<file path="config.mk">
export PLATFORM = sky130hd
export DESIGN_NAME = instr_deserializer
export DESIGN_NICKNAME = d
export VERILOG_FILES = /design/src/rtl/ctrl_pkg.sv /design/src/rtl/sync_edge_det.sv /design/src/rtl/instr_deserializer.sv
export SDC_FILE = /design/constraint.sdc
export NUM_CORES = 1
export LEC_CHECK = 0
export BUFFER_PORTS_ARGS = -buffer_cell sky130_fd_sc_hd__buf_2
export CAP_MARGIN = 30
export CORE_MARGIN = 2
export CORE_UTILIZATION = 60
export CTS_BUF_LIST = sky130_fd_sc_hd__clkbuf_8
export DETAILED_ROUTE_END_ITERATION = 12
export PLACE_DENSITY = 0.82
export SYNTH_ARGS = -nofsm -noshare
export SYNTH_HDL_FRONTEND = slang
export SYNTH_SLANG_ARGS = --single-unit
</file>
<file path="constraint.sdc">
create_clock -name clk -period 2.23 [get_ports clk]
set_clock_uncertainty 0.1 [all_clocks]
set_input_delay 0 -clock clk [delete_from_list [all_inputs] [get_ports clk]]
set_output_delay 0 -clock clk [all_outputs]
set_load 0.01 [all_outputs]
</file>
<file path="src/rtl/ctrl_pkg.sv">
// Constants shared by the instruction deserializer and the request queue:
// instruction width, field offsets and deserializer state encoding.
package ctrl_pkg;
   localparam int ADDRW_DFLT   = 8;
   localparam int OPCODEW_DFLT = 2;
   localparam int INSTRW       = 2*ADDRW_DFLT + OPCODEW_DFLT;
   localparam int OPC_LSB      = 2*ADDRW_DFLT;
   localparam int KEY_LSB      = ADDRW_DFLT;

   typedef enum logic [1:0] {
      IDLE    = 2'd0,
      SHIFT   = 2'd1,
      LOCKOUT = 2'd2
   } state_e;
endpackage

</file>
<file path="src/rtl/sync_edge_det.sv">
// Two-flop synchroniser for an asynchronous pin plus a delay flop that
// yields single-cycle rise/fall strobes in the clk domain.
module sync_edge_det #(
   parameter logic RST_VAL = 1'b0
) (
   input  logic clk,
   input  logic rst_n,
   input  logic d,
   output logic sync,
   output logic rise,
   output logic fall
);
   logic meta_q, sync_q, dly_q;

   always_ff @(posedge clk or negedge rst_n) begin
      if (!rst_n) begin
         meta_q <= RST_VAL;
         sync_q <= RST_VAL;
         dly_q  <= RST_VAL;
      end else begin
         meta_q <= d;
         sync_q <= meta_q;
         dly_q  <= sync_q;
      end
   end

   assign sync = sync_q;
   assign rise = sync_q & ~dly_q;
   assign fall = ~sync_q & dly_q;
endmodule

</file>
<file path="src/rtl/instr_deserializer.sv">
// Assembles oversampled 3-wire serial frames into opcode/key/text
// instructions and offers them to the request queue via valid/ready.
module instr_deserializer
   import ctrl_pkg::*;
#(
   parameter int ADDRW   = ADDRW_DFLT,
   parameter int OPCODEW = OPCODEW_DFLT
) (
   input  logic               clk,
   input  logic               rst_n,
   input  logic               ser_cs_n,
   input  logic               ser_sclk,
   input  logic               ser_mosi,
   input  logic               ready_in,
   output logic               valid_out,
   output logic [OPCODEW-1:0] opcode,
   output logic [ADDRW-1:0]   key_addr,
   output logic [ADDRW-1:0]   text_addr,
   output logic               frame_err,
   output logic               drop_err
);
   localparam int IW     = 2*ADDRW + OPCODEW;
   localparam int OPC_LO = 2*ADDRW;
   localparam int KEY_LO = ADDRW;
   localparam int CW     = $clog2(IW+2);
   localparam logic [CW-1:0] CNT_FULL = CW'(IW);
   localparam logic [CW-1:0] CNT_SAT  = CW'(IW+1);

   logic cs_sync, cs_rise, cs_fall;
   logic sclk_sync, sclk_rise, sclk_fall;
   logic mosi_meta_q, mosi_sync_q;
   logic unused_sclk;

   sync_edge_det #(.RST_VAL(1'b1)) u_cs (
      .clk(clk), .rst_n(rst_n), .d(ser_cs_n),
      .sync(cs_sync), .rise(cs_rise), .fall(cs_fall)
   );
   sync_edge_det #(.RST_VAL(1'b0)) u_sclk (
      .clk(clk), .rst_n(rst_n), .d(ser_sclk),
      .sync(sclk_sync), .rise(sclk_rise), .fall(sclk_fall)
   );
   assign unused_sclk = sclk_sync ^ sclk_fall;

   always_ff @(posedge clk or negedge rst_n) begin
      if (!rst_n) begin
         mosi_meta_q <= 1'b0;
         mosi_sync_q <= 1'b0;
      end else begin
         mosi_meta_q <= ser_mosi;
         mosi_sync_q <= mosi_meta_q;
      end
   end

   state_e          state_q, state_d;
   logic [1:0]      warm_q, warm_d;
   logic [CW-1:0]   cnt_q, cnt_d;
   logic [IW-1:0]   sh_q, sh_d;
   logic [IW-1:0]   hold_q, hold_d;
   logic            valid_q, valid_d;
   logic            ferr_q, ferr_d;
   logic            derr_q, derr_d;
   logic            commit, take;

   always_ff @(posedge clk or negedge rst_n) begin
      if (!rst_n) begin
         state_q <= IDLE;
         warm_q  <= 2'd0;
         cnt_q   <= '0;
         sh_q    <= '0;
         hold_q  <= '0;
         valid_q <= 1'b0;
         ferr_q  <= 1'b0;
         derr_q  <= 1'b0;
      end else begin
         state_q <= state_d;
         warm_q  <= warm_d;
         cnt_q   <= cnt_d;
         sh_q    <= sh_d;
         hold_q  <= hold_d;
         valid_q <= valid_d;
         ferr_q  <= ferr_d;
         derr_q  <= derr_d;
      end
   end

   always_comb begin
      state_d = state_q;
      warm_d  = (warm_q == 2'd3) ? warm_q : warm_q + 2'd1;
      cnt_d   = cnt_q;
      sh_d    = sh_q;
      hold_d  = hold_q;
      valid_d = valid_q;
      ferr_d  = 1'b0;
      derr_d  = 1'b0;
      commit  = 1'b0;
      take    = valid_q && ready_in;
      if (take) valid_d = 1'b0;

      case (state_q)
         IDLE: begin
            cnt_d = '0;
            // Synchroniser is still filling after reset; its first real
            // sample decides whether we woke up inside someone's frame.
            if (warm_q != 2'd3) begin
               if (warm_q == 2'd2 && !cs_sync) state_d = LOCKOUT;
            end else if (cs_fall) begin
               state_d = SHIFT;
            end
         end
         SHIFT: begin
            if (cs_rise) begin
               state_d = IDLE;
               if (cnt_q == CNT_FULL) commit = 1'b1;
               else                   ferr_d = 1'b1;
            end else if (sclk_rise) begin
               if (cnt_q < CNT_FULL) sh_d = {sh_q[IW-2:0], mosi_sync_q};
               if (cnt_q != CNT_SAT) cnt_d = cnt_q + CW'(1);
            end
         end
         LOCKOUT: begin
            if (cs_rise) state_d = IDLE;
         end
         default: state_d = IDLE;
      endcase

      if (commit) begin
         if (!valid_q || take) begin
            hold_d  = sh_q;
            valid_d = 1'b1;
         end else begin
            derr_d = 1'b1;
         end
      end
   end

   assign valid_out = valid_q;
   assign opcode    = hold_q[IW-1:OPC_LO];
   assign key_addr  = hold_q[OPC_LO-1:KEY_LO];
   assign text_addr = hold_q[KEY_LO-1:0];
   assign frame_err = ferr_q;
   assign drop_err  = derr_q;
endmodule

</file>
==> results of run 1 <==
==> registers in the layout, indices dropped and copies added, names as in the netlist <==
name	flops
frame_err	1
mosi_sync_q	1
u_cs.dly_q	1
cnt_q	5
drop_err	1
warm_q	2
sh_q	18
u_sclk.meta_q	1
u_cs.meta_q	1
state_q	2
hold_q	18
u_cs.sync	1
u_sclk.dly_q	1
mosi_meta_q	1
valid_out	1
u_sclk.sync	1
==> worst reg2reg max path, stage by stage, from the launching register on <==
cell and delay, ns:
dfrtp_1 0.41, inv_1 0.08, ha_1 0.32, nand4_1 0.24
or4b_2 0.65, o211ai_1 0.11
==> worst min path at each step <==
stage,start,endpoint,slack (ns),cells after the start
2_1_floorplan,rst_n,cnt_q[0]$_DFFE_PN0P_,-0.40,0
3_3_place_gp,rst_n,warm_q[0]$_DFFE_PN0P_,-0.13,1
3_5_place_dp,rst_n,warm_q[0]$_DFFE_PN0P_,-0.12,1
4_1_cts,rst_n,sh_q[3]$_DFFE_PN0P_,0.09,2
5_1_grt,rst_n,hold_q[7]$_DFFE_PN0P_,0.12,2
6_report,rst_n,hold_q[9]$_DFFE_PN0P_,0.08,2
==> cell usage in the layout (no fill, tap or decap), types with 2 or more instances in the layout <==
cell type,n
buf_4,2
o31ai_1,2
nand3_1,5
nand2b_1,6
nor2b_2,2
ha_1,6
o21ai_0,2
mux2_2,26
o211ai_1,3
nand2_1,6
buf_2,26
clkbuf_8,5
nor2_1,3
dfstp_2,3
inv_1,7
dlygate4sd3_1,5
mux2i_1,2
dfrtp_1,53
mux2_4,10
==> per-layer routing <==
metal,vias up,wire length [microns]
li1,625,-
met1,661,1600
met2,32,1840
met3,2,158
met4,0,21
met5,-,0
==> cell type report <==
cell class | count | share of cell area, %
Timing Repair Buffer | 34 | 8.17
Clock buffer | 5 | 2.61
Tap cell | 48 | 2.28
Clock inverter | 3 | 0.760
Inverter | 6 | 0.856
Multi-Input combinational cell | 90 | 31.9
Sequential cell | 56 | 53.4
==> kinds of logic after synthesis <==
| family | share of synthesized area, % |
|---|---|
| xor+xnor | 0.378 |
| fa+ha+maj | 3.24 |
| mux | 20.0 |
| simple gates | 8.81 |
| buf+inv | 2.97 |
| compound gates | 3.89 |
| flops | 60.7 |
==> timing repair <==
| action | CTS | global route |
|---|---|---|
| hold buffers | 5 | 0 |
| setup endpoints to repair | 0 | 0 |
| resized for setup | 0 | 0 |
| endpoints found under the hold margin | 41 | 0 |
==> power breakdown <==
group,switching [uW],leakage [uW],internal [uW]
registers,49.2,0.000743,1090
logic,129,0.000570,115
clock network,302,0.0000455,219
==> per-stage QoR <==
step	power (uW)	hold WS, ns	worst slack, ns
floorplan	1330	-0.396	0.423
global placement	1380	-0.131	0.343
detailed placement	1400	-0.121	0.276
CTS	1920	0.0872	0.248
global route	1990	0.117	0.124
finish	1900	0.0763	0.246
==> results.yml, run 1 <==
run_status:
  status: "finished, final reports clean"
floorplan:
  dieArea_sq_um: 4370
  coreArea_sq_um: 3690
  start_util_pct: 62.8
  ios: 27
  rows: 22
  fp.dieH_microns: 66.1
  die_x_microns: 66.1
timing:
  period_needed_ns: 1.98
  worst_pin_slew_ns: 0.463
  fmax_ghz: 0.504
  finalSetupTns_ns: 0
  hold_viol_final: 0
  rsz0062_at_grt: "false"
  fin_crit_sh_pct: 89.0
  finalSetupViolCount: 0
  slew_headroom_pct: 69.1
  drv_slew: 0
synthesis:
  syn_nets: 168
  synth-seq-cells: 56
  synth_area_leaders: "dfrtp_1 (57%), mux2_2 (13%), mux2_4 (6.5%)"
  syn_area_sq_um: 2310
  async_flop_share_pct: 100
  synth_ff_type: "dfrtp_1"
  synthTopCellsByCount: "dfrtp_1 (53), mux2_2 (26), mux2_4 (10)"
  ys_warn_count: 0
  yosysUniqueCellTypes: 35
  synthCells: 156
  synth_edf_count: 0
  postSynthAreaPerCell_sq_um: 14.8
  yosysSeqAreaShare_pct: 60.7
  synth_top_area_share_pct: 57.3
  yosys.cell_count.top_type: "dfrtp_1"
  yosysTopAreaCell: "dfrtp_1"
clock_tree:
  htree_levels: 2
  clock_sinks: 56
  clk_path_buf_depth: 2
  cts-buffers-inserted: 5
  cts_root_buf: "clkbuf_8"
  post-cts-setup-buffers: 0
  clkTransAtPathRegs_ns: 0.10
  cts_tree: "built"
  insertion_delay_ns: 0.30
setup_path:
  critPathLaunchType: "flip-flop"
  critical_path_arrival_ns: 2.10
  slowest_stage: "or4b_2"
  crit_buf_inv: 1
  r2r-start: "state_q[1]$_DFFE_PN0P_"
  critPathMaxFanout: 10
  reg2reg_to: "cnt_q[4]$_DFFE_PN0P_"
  endpoint_kind: "flip-flop"
  critPathKind: "reg -> reg"
  crit_family: "simple AND/OR/NAND/NOR gates"
  crit_chain: "inv_1 > ha_1 > nand4_1 > or4b_2 > o211ai_1"
  cp_slowest_stage_delay_ns: 0.65
  cp.depth: 5
  required_ns: 2.34
  startpoint: "state_q[1]$_DFFE_PN0P_"
  r2r_slack_ns: 0.25
  cp-endpoint: "cnt_q[4]$_DFFE_PN0P_"
  ff2ff_path_depth: 5
grt:
  use_met2_pct: 30.3
  grt-ovfl-total: 0
  grt_max_degree: 23
  use_met3_pct: 4.77
  grt_busiest_layer: "met2"
  use_met1_pct: 23.4
  grt_pass1_vias: 1286
  grt.total_usage_pct: 18.1
  antenna_found_initial: 0
  grt_pass1_wl_microns: 5930
pwr:
  power.density_nw_per_um2: 722
  power_leakage_uw: 0.00136
  peakVddDrop_mv: 0.642
finish:
  layout-drive-gt1-share_pct: 42.3
  final_core_util_pct: 71.4
  final-seq-area_sq_um: 1410
  nets: 205
  layoutNonFillerInstCount: 242
  design_area_sq_um: 2630
  area_growth_pct: 13.7
  fill_cells: 252
  multi_input_area_sq_um: 841
  num_antenna_cells: 0
run:
  maxCapViolations: 0
drt:
  via_per_inst: 5.45
  firstDrtPassIters: 4
  avgRoutedWirePerCell_microns: 15.0
  vias: 1320
  route.detailed.drc: 0
  ant_nets: 0
  wirelength_microns: 3620
  drtIter0Drc: 87
placement:
  dpl.hpwl_microns: 2610
  placed_cell_area_sq_um: 2490
  place_inst: 229
  finalWeightedCongestion: 0.738
  io_buffers: 26
worst_hold_path:
  hp-class: "in -> async"
No activity file was read; power rests on OpenSTA's default activity.
==> inputs of run 2 (changes only) <==
--- a/config.mk
+++ b/config.mk
@@ -7,7 +7,7 @@
 export LEC_CHECK = 0
 export BUFFER_PORTS_ARGS = -buffer_cell sky130_fd_sc_hd__buf_2
 export CAP_MARGIN = 30
-export CORE_MARGIN = 2
+export CORE_MARGIN = 3
 export CORE_UTILIZATION = 60
 export CTS_BUF_LIST = sky130_fd_sc_hd__clkbuf_8
 export DETAILED_ROUTE_END_ITERATION = 12
==> constraint.sdc (replaced) <==
create_clock -name clk -period 2.23 [get_ports clk]
set_clock_uncertainty 0.1 [all_clocks]
set_input_delay 0.446 -clock clk [delete_from_list [all_inputs] [get_ports clk]]
set_output_delay 0.446 -clock clk [all_outputs]
set_load 0.02 [all_outputs]
==> run 2 against run 1 <==
  * Total power rose by 7.5%
  * Critical endpoint unchanged
  * Die area rose by 6.1%
  * Setup slack improved by 0.021 ns
  * Core utilization rose by 2.8 points
  * Critical path depth did not move
  * Final area fell by 0.81%
  * First-iteration DRC count fell by 62%
  * Flip-flop and latch count did not move
  * Non-clock buffer count fell by 6
  * Maximum frequency rose by 1.1%
  * Clock power rose by 28%
  * Cell count fell by 3.3%
==> results.yml, run 2 (synthesized netlist as in run 1, its figures left out) <==
drt:
  vias: 1295
  wirelength_microns: 3570
  ant_nets: 0
  drtIter0Drc: 33
  via_per_inst: 5.53
  firstDrtPassIters: 4
  avgRoutedWirePerCell_microns: 15.3
  route.detailed.drc: 0
finish:
  fill_cells: 238
  nets: 199
  layout-drive-gt1-share_pct: 43.6
  layout_commonest_cell: "dfrtp_1"
  final-seq-area_sq_um: 1410
  design_area_sq_um: 2610
  area_growth_pct: 12.8
  final_core_util_pct: 74.2
  top_regs: "hold_q (18), sh_q (18), cnt_q (5)"
  multi_input_area_sq_um: 841
  final_cell_mix: "dfrtp_1 (53), mux2_2 (26), buf_2 (26), mux2_4 (10)"
  num_antenna_cells: 0
clock_tree:
  cts_tree: "built"
  insertion_delay_ns: 0.31
  cts-buffers-inserted: 5
  cts_resized: 0
  clkTransAtPathRegs_ns: 0.10
  htree_levels: 2
  postCtsHoldBufs: 0
  cts_root_buf: "clkbuf_8"
  clock_sinks: 56
  clk_path_buf_depth: 2
  post-cts-setup-buffers: 0
placement:
  dpl.hpwl_microns: 2530
  dp_slack_ns: 0.282
  placed_cell_area_sq_um: 2500
  finalWeightedCongestion: 0.728
  io_buffers: 26
timing:
  period_needed_ns: 1.96
  worst_pin_slew_ns: 0.582
  fmax_ghz: 0.510
  finalSetupViolCount: 0
  hold_viol_final: 0
  drv_slew: 0
  slew_headroom_pct: 61.2
  finalSetupTns_ns: 0
  fin_crit_sh_pct: 88.0
  rsz0062_at_grt: "false"
  setup_ws_ns: 0.268
floorplan:
  dieArea_sq_um: 4640
  start_util_pct: 65.7
  die_x_microns: 68.1
  coreArea_sq_um: 3520
  ios: 27
  rows: 21
  fp.dieH_microns: 68.1
pwr:
  power_leakage_uw: 0.00135
  peakVddDrop_mv: 0.768
  p_clk_share_pct: 32.6
  power.density_nw_per_um2: 783
  switchingPower_uw: 507
  p_sw_share_pct: 24.8
  internal_power_uw: 1540
  seq_power_share_pct: 55.5
  comb_power_share_pct: 11.8
setup_path:
  critPathMaxFanout: 10
  critPathLaunchType: "flip-flop"
  endpoint_kind: "flip-flop"
  critical_path_arrival_ns: 2.09
  required_ns: 2.36
  critPathKind: "reg -> reg"
run_status:
  status: "finished, final reports clean"
grt:
  antenna_found_initial: 0
  grt.total_usage_pct: 18.1
  grt_max_degree: 32
  grt_pass1_wl_microns: 6160
  grt-ovfl-total: 0
  grt_pass1_vias: 1345
worst_hold_path:
  hp-class: "in -> async"
run:
  maxCapViolations: 0
==> run 2: cell types whose count changed in the layout (fill, tap and decap cells not counted), sizes merged <==
cell / delta
buf: -1
bufinv: +1
clkinvlp: -1
dlygate4sd3: -5
==> run 2: stage by stage <==
stage,hold slack (ns),instances,power (uW)
detailed placement,0.236,226,1400
global placement,0.234,226,1380
finish,0.0324,234,2040
CTS,0.0436,234,2070
global route,0.0535,234,2150
floorplan,0.0504,156,1330
==> run 2: worst max-delay path, stage by stage, from the launching register on <==
cell,delay (ns)
dfrtp_1,0.41
inv_1,0.09
ha_1,0.32
nand4_1,0.22
or4b_2,0.64
o211ai_1,0.11
==> run 2: final timing paths <==
| kind | start | end | slack [ns] | cells after the start |
|---|---|---|---|---|
| worst max-delay path | state_q[1]$_DFFE_PN0P_ | cnt_q[4]$_DFFE_PN0P_ | 0.27 | 5 |
| worst min-delay path | rst_n | u_sclk.sync$_DFF_PN0_ | 0.03 | 1 |
| worst max register to register | state_q[1]$_DFFE_PN0P_ | cnt_q[4]$_DFFE_PN0P_ | 0.27 | 5 |
| worst min register to register | mosi_meta_q$_DFF_PN0_ | mosi_sync_q$_DFF_PN0_ | 0.26 | 0 |
| max in group asynchronous | rst_n | cnt_q[3]$_DFFE_PN0P_ | 1.45 | 2 |
| min in group clk | ser_cs_n | u_cs.meta_q$_DFF_PN1_ | 0.13 | 1 |
==> run 2: cell type report <==
class	instances	area share, %
Clock inverter	3	1.77
Sequential cell	56	53.8
Clock buffer	5	2.64
Multi-Input combinational cell	90	32.2
Tap cell	46	2.20
Timing Repair Buffer	28	6.52
Inverter	6	0.862
==> run 2: power groups by stage <==
stage | registers (uW) | clock network [uW] | logic, uW
5_1_grt | 1150 | 728 | 269
4_1_cts | 1140 | 688 | 243
2_1_floorplan | 1150 | 0 | 185
3_5_place_dp | 1160 | 0 | 241
6_report | 1140 | 667 | 242
3_3_place_gp | 1150 | 0 | 226
==> run 2: routing by layer <==
metal	track usage, %	wire [microns]	vias to the layer above
li1	-	-	605
met5	0	0	-
met2	28.2	1730	25
met1	23.6	1630	660
met3	5.25	156	5
met4	7.69	55	0
==> inputs of run 3 (changes only) <==
--- a/config.mk
+++ b/config.mk
@@ -8,10 +8,10 @@
 export BUFFER_PORTS_ARGS = -buffer_cell sky130_fd_sc_hd__buf_2
 export CAP_MARGIN = 30
 export CORE_MARGIN = 3
-export CORE_UTILIZATION = 60
+export CORE_UTILIZATION = 61
 export CTS_BUF_LIST = sky130_fd_sc_hd__clkbuf_8
 export DETAILED_ROUTE_END_ITERATION = 12
-export PLACE_DENSITY = 0.82
+export PLACE_DENSITY = 0.79
 export SYNTH_ARGS = -nofsm -noshare
 export SYNTH_HDL_FRONTEND = slang
 export SYNTH_SLANG_ARGS = --single-unit
==> constraint.sdc (replaced) <==
create_clock -name clk -period 2.45 [get_ports clk]
set_clock_uncertainty 0.1 [all_clocks]
set_input_delay 0.49 -clock clk [delete_from_list [all_inputs] [get_ports clk]]
set_output_delay 0.49 -clock clk [all_outputs]
set_load 0.02 [all_outputs]
==> run 3 against run 2 <==
  * Count of clock-buffer cells in the layout did not move
  * Cell count did not move
  * Setup slack improved by 0.15 ns
  * Core utilization fell by 0.27 points
  * Wire length rose by 2.6%
  * Maximum frequency fell by 3.5%
  * Critical path depth rose by 2
  * Largest cell class unchanged
==> results.yml, run 3 (synthesized netlist as in run 1, its figures left out) <==
run_status:
  status: "finished, final reports clean"
floorplan:
  die_x_microns: 67.6
  dieArea_sq_um: 4570
  coreArea_sq_um: 3490
  start_util_pct: 66.2
  rows: 21
  ios: 27
  fp.dieH_microns: 67.6
drt:
  via_per_inst: 5.52
  wirelength_microns: 3660
  drtIter0Drc: 99
  firstDrtPassIters: 4
  vias: 1291
  avgRoutedWirePerCell_microns: 15.7
  ant_nets: 0
  route.detailed.drc: 0
pwr:
  power_leakage_uw: 0.00134
  p_sw_share_pct: 24.6
  seq_power_share_pct: 56.0
  peakVddDrop_mv: 0.414
  p_clk_share_pct: 31.9
  internal_power_uw: 1390
  comb_power_share_pct: 12.1
  power_uw: 1840
  switchingPower_uw: 453
  power.density_nw_per_um2: 714
finish:
  area_growth_pct: 11.6
  num_antenna_cells: 0
  final_cell_mix: "dfrtp_1 (53), mux2_2 (26), buf_2 (26), mux2_4 (10)"
  design_area_sq_um: 2580
  top_regs: "hold_q (18), sh_q (18), cnt_q (5)"
  nets: 199
  layout_commonest_cell: "dfrtp_1"
  layout-drive-gt1-share_pct: 43.6
grt:
  grt-ovfl-total: 0
  grt_pass1_wl_microns: 6380
  grt.total_usage_pct: 19.1
  antenna_found_initial: 0
  grt_pass1_vias: 1339
  grt_max_degree: 57
clock_tree:
  insertion_delay_ns: 0.30
  cts-buffers-inserted: 5
  htree_levels: 2
  clk_path_buf_depth: 2
  cts_tree: "built"
  post-cts-setup-buffers: 0
  cts_root_buf: "clkbuf_8"
  postCtsHoldBufs: 0
  cts_resized: 0
  clkTransAtPathRegs_ns: 0.09
  clock_sinks: 56
timing:
  fmax_ghz: 0.492
  finalSetupTns_ns: 0
  slew_headroom_pct: 55.6
  hold_viol_final: 0
  worst_pin_slew_ns: 0.667
  finalSetupViolCount: 0
  fin_crit_sh_pct: 83.0
  rsz0062_at_grt: "false"
  period_needed_ns: 2.03
  drv_slew: 0
setup_path:
  critPathLaunchType: "flip-flop"
  ff2ff_path_depth: 7
  critical_path_arrival_ns: 2.13
  critPathMaxFanout: 18
  required_ns: 2.55
  r2r_slack_ns: 0.42
  endpoint_kind: "flip-flop"
  critPathKind: "reg -> reg"
  r2r-start: "cnt_q[0]$_DFFE_PN0P_"
  reg2reg_to: "hold_q[0]$_DFFE_PN0P_"
worst_hold_path:
  holdPathStages: 1
  min_to: "u_cs.meta_q$_DFF_PN1_"
  hp-class: "in -> reg"
  hp-start: "ser_cs_n"
placement:
  io_buffers: 26
  placed_cell_area_sq_um: 2470
  dpl.hpwl_microns: 2500
  finalWeightedCongestion: 0.787
run:
  maxCapViolations: 0
run 3: how the worst max path moves through the flow:
stage	start	endpoint	slack, ns	cells past startpoint
final	cnt_q[0]$_DFFE_PN0P_	hold_q[0]$_DFFE_PN0P_	0.42	7
after floorplan	cnt_q[0]$_DFFE_PN0P_	hold_q[10]$_DFFE_PN0P_	0.64	8
after global placement	cnt_q[0]$_DFFE_PN0P_	hold_q[12]$_DFFE_PN0P_	0.52	7
after global routing	cnt_q[0]$_DFFE_PN0P_	hold_q[0]$_DFFE_PN0P_	0.32	7
after detailed placement	cnt_q[0]$_DFFE_PN0P_	hold_q[15]$_DFFE_PN0P_	0.43	7
after CTS	cnt_q[0]$_DFFE_PN0P_	hold_q[15]$_DFFE_PN0P_	0.41	7
run 3: power by group through the flow:
stage | registers, uW | logic (uW) | clock network (uW)
final | 1030 | 222 | 589
after global placement | 1050 | 205 | 0
after CTS | 1040 | 225 | 599
after detailed placement | 1050 | 222 | 0
after global routing | 1050 | 251 | 641
after floorplan | 1040 | 168 | 0
run 3: worst max-delay path: stages (launching register included):
cell      delay (ns)
dfrtp_1         0.43
inv_1           0.08
ha_1            0.13
and4bb_1        0.24
nand3_2         0.12
nor2b_2         0.13
buf_4           0.30
mux2_2          0.37
run 3: area by class of cell:
cell class / count / area (sq um)
Tap cell: 46 / 57.6
Sequential cell: 56 / 1410
Multi-Input combinational cell: 90 / 841
Timing Repair Buffer: 28 / 145
Clock inverter: 3 / 42.5
Fill cell: 233 / 912
Clock buffer: 5 / 68.8
Inverter: 6 / 22.5
run 3: stage by stage:
step	utilization, %	instances	hold WS (ns)	setup WS [ns]
after floorplan	-	156	0.0944	0.643
after global placement	70.7	226	0.233	0.521
after detailed placement	70.7	226	0.235	0.426
after CTS	73.9	234	0.169	0.414
after global routing	73.9	234	0.167	0.323
final	73.9	234	0.175	0.417
run 3: layer usage:
layer  GRT usage, %  part of all wire [%]  vias to the layer above
li1               -                     -                      603
met1           25.6                    45                      648
met2           30.4                    49                       35
met3           3.99                   4.6                        5
met4           7.59                   1.5                        0
met5              0                     0                        -
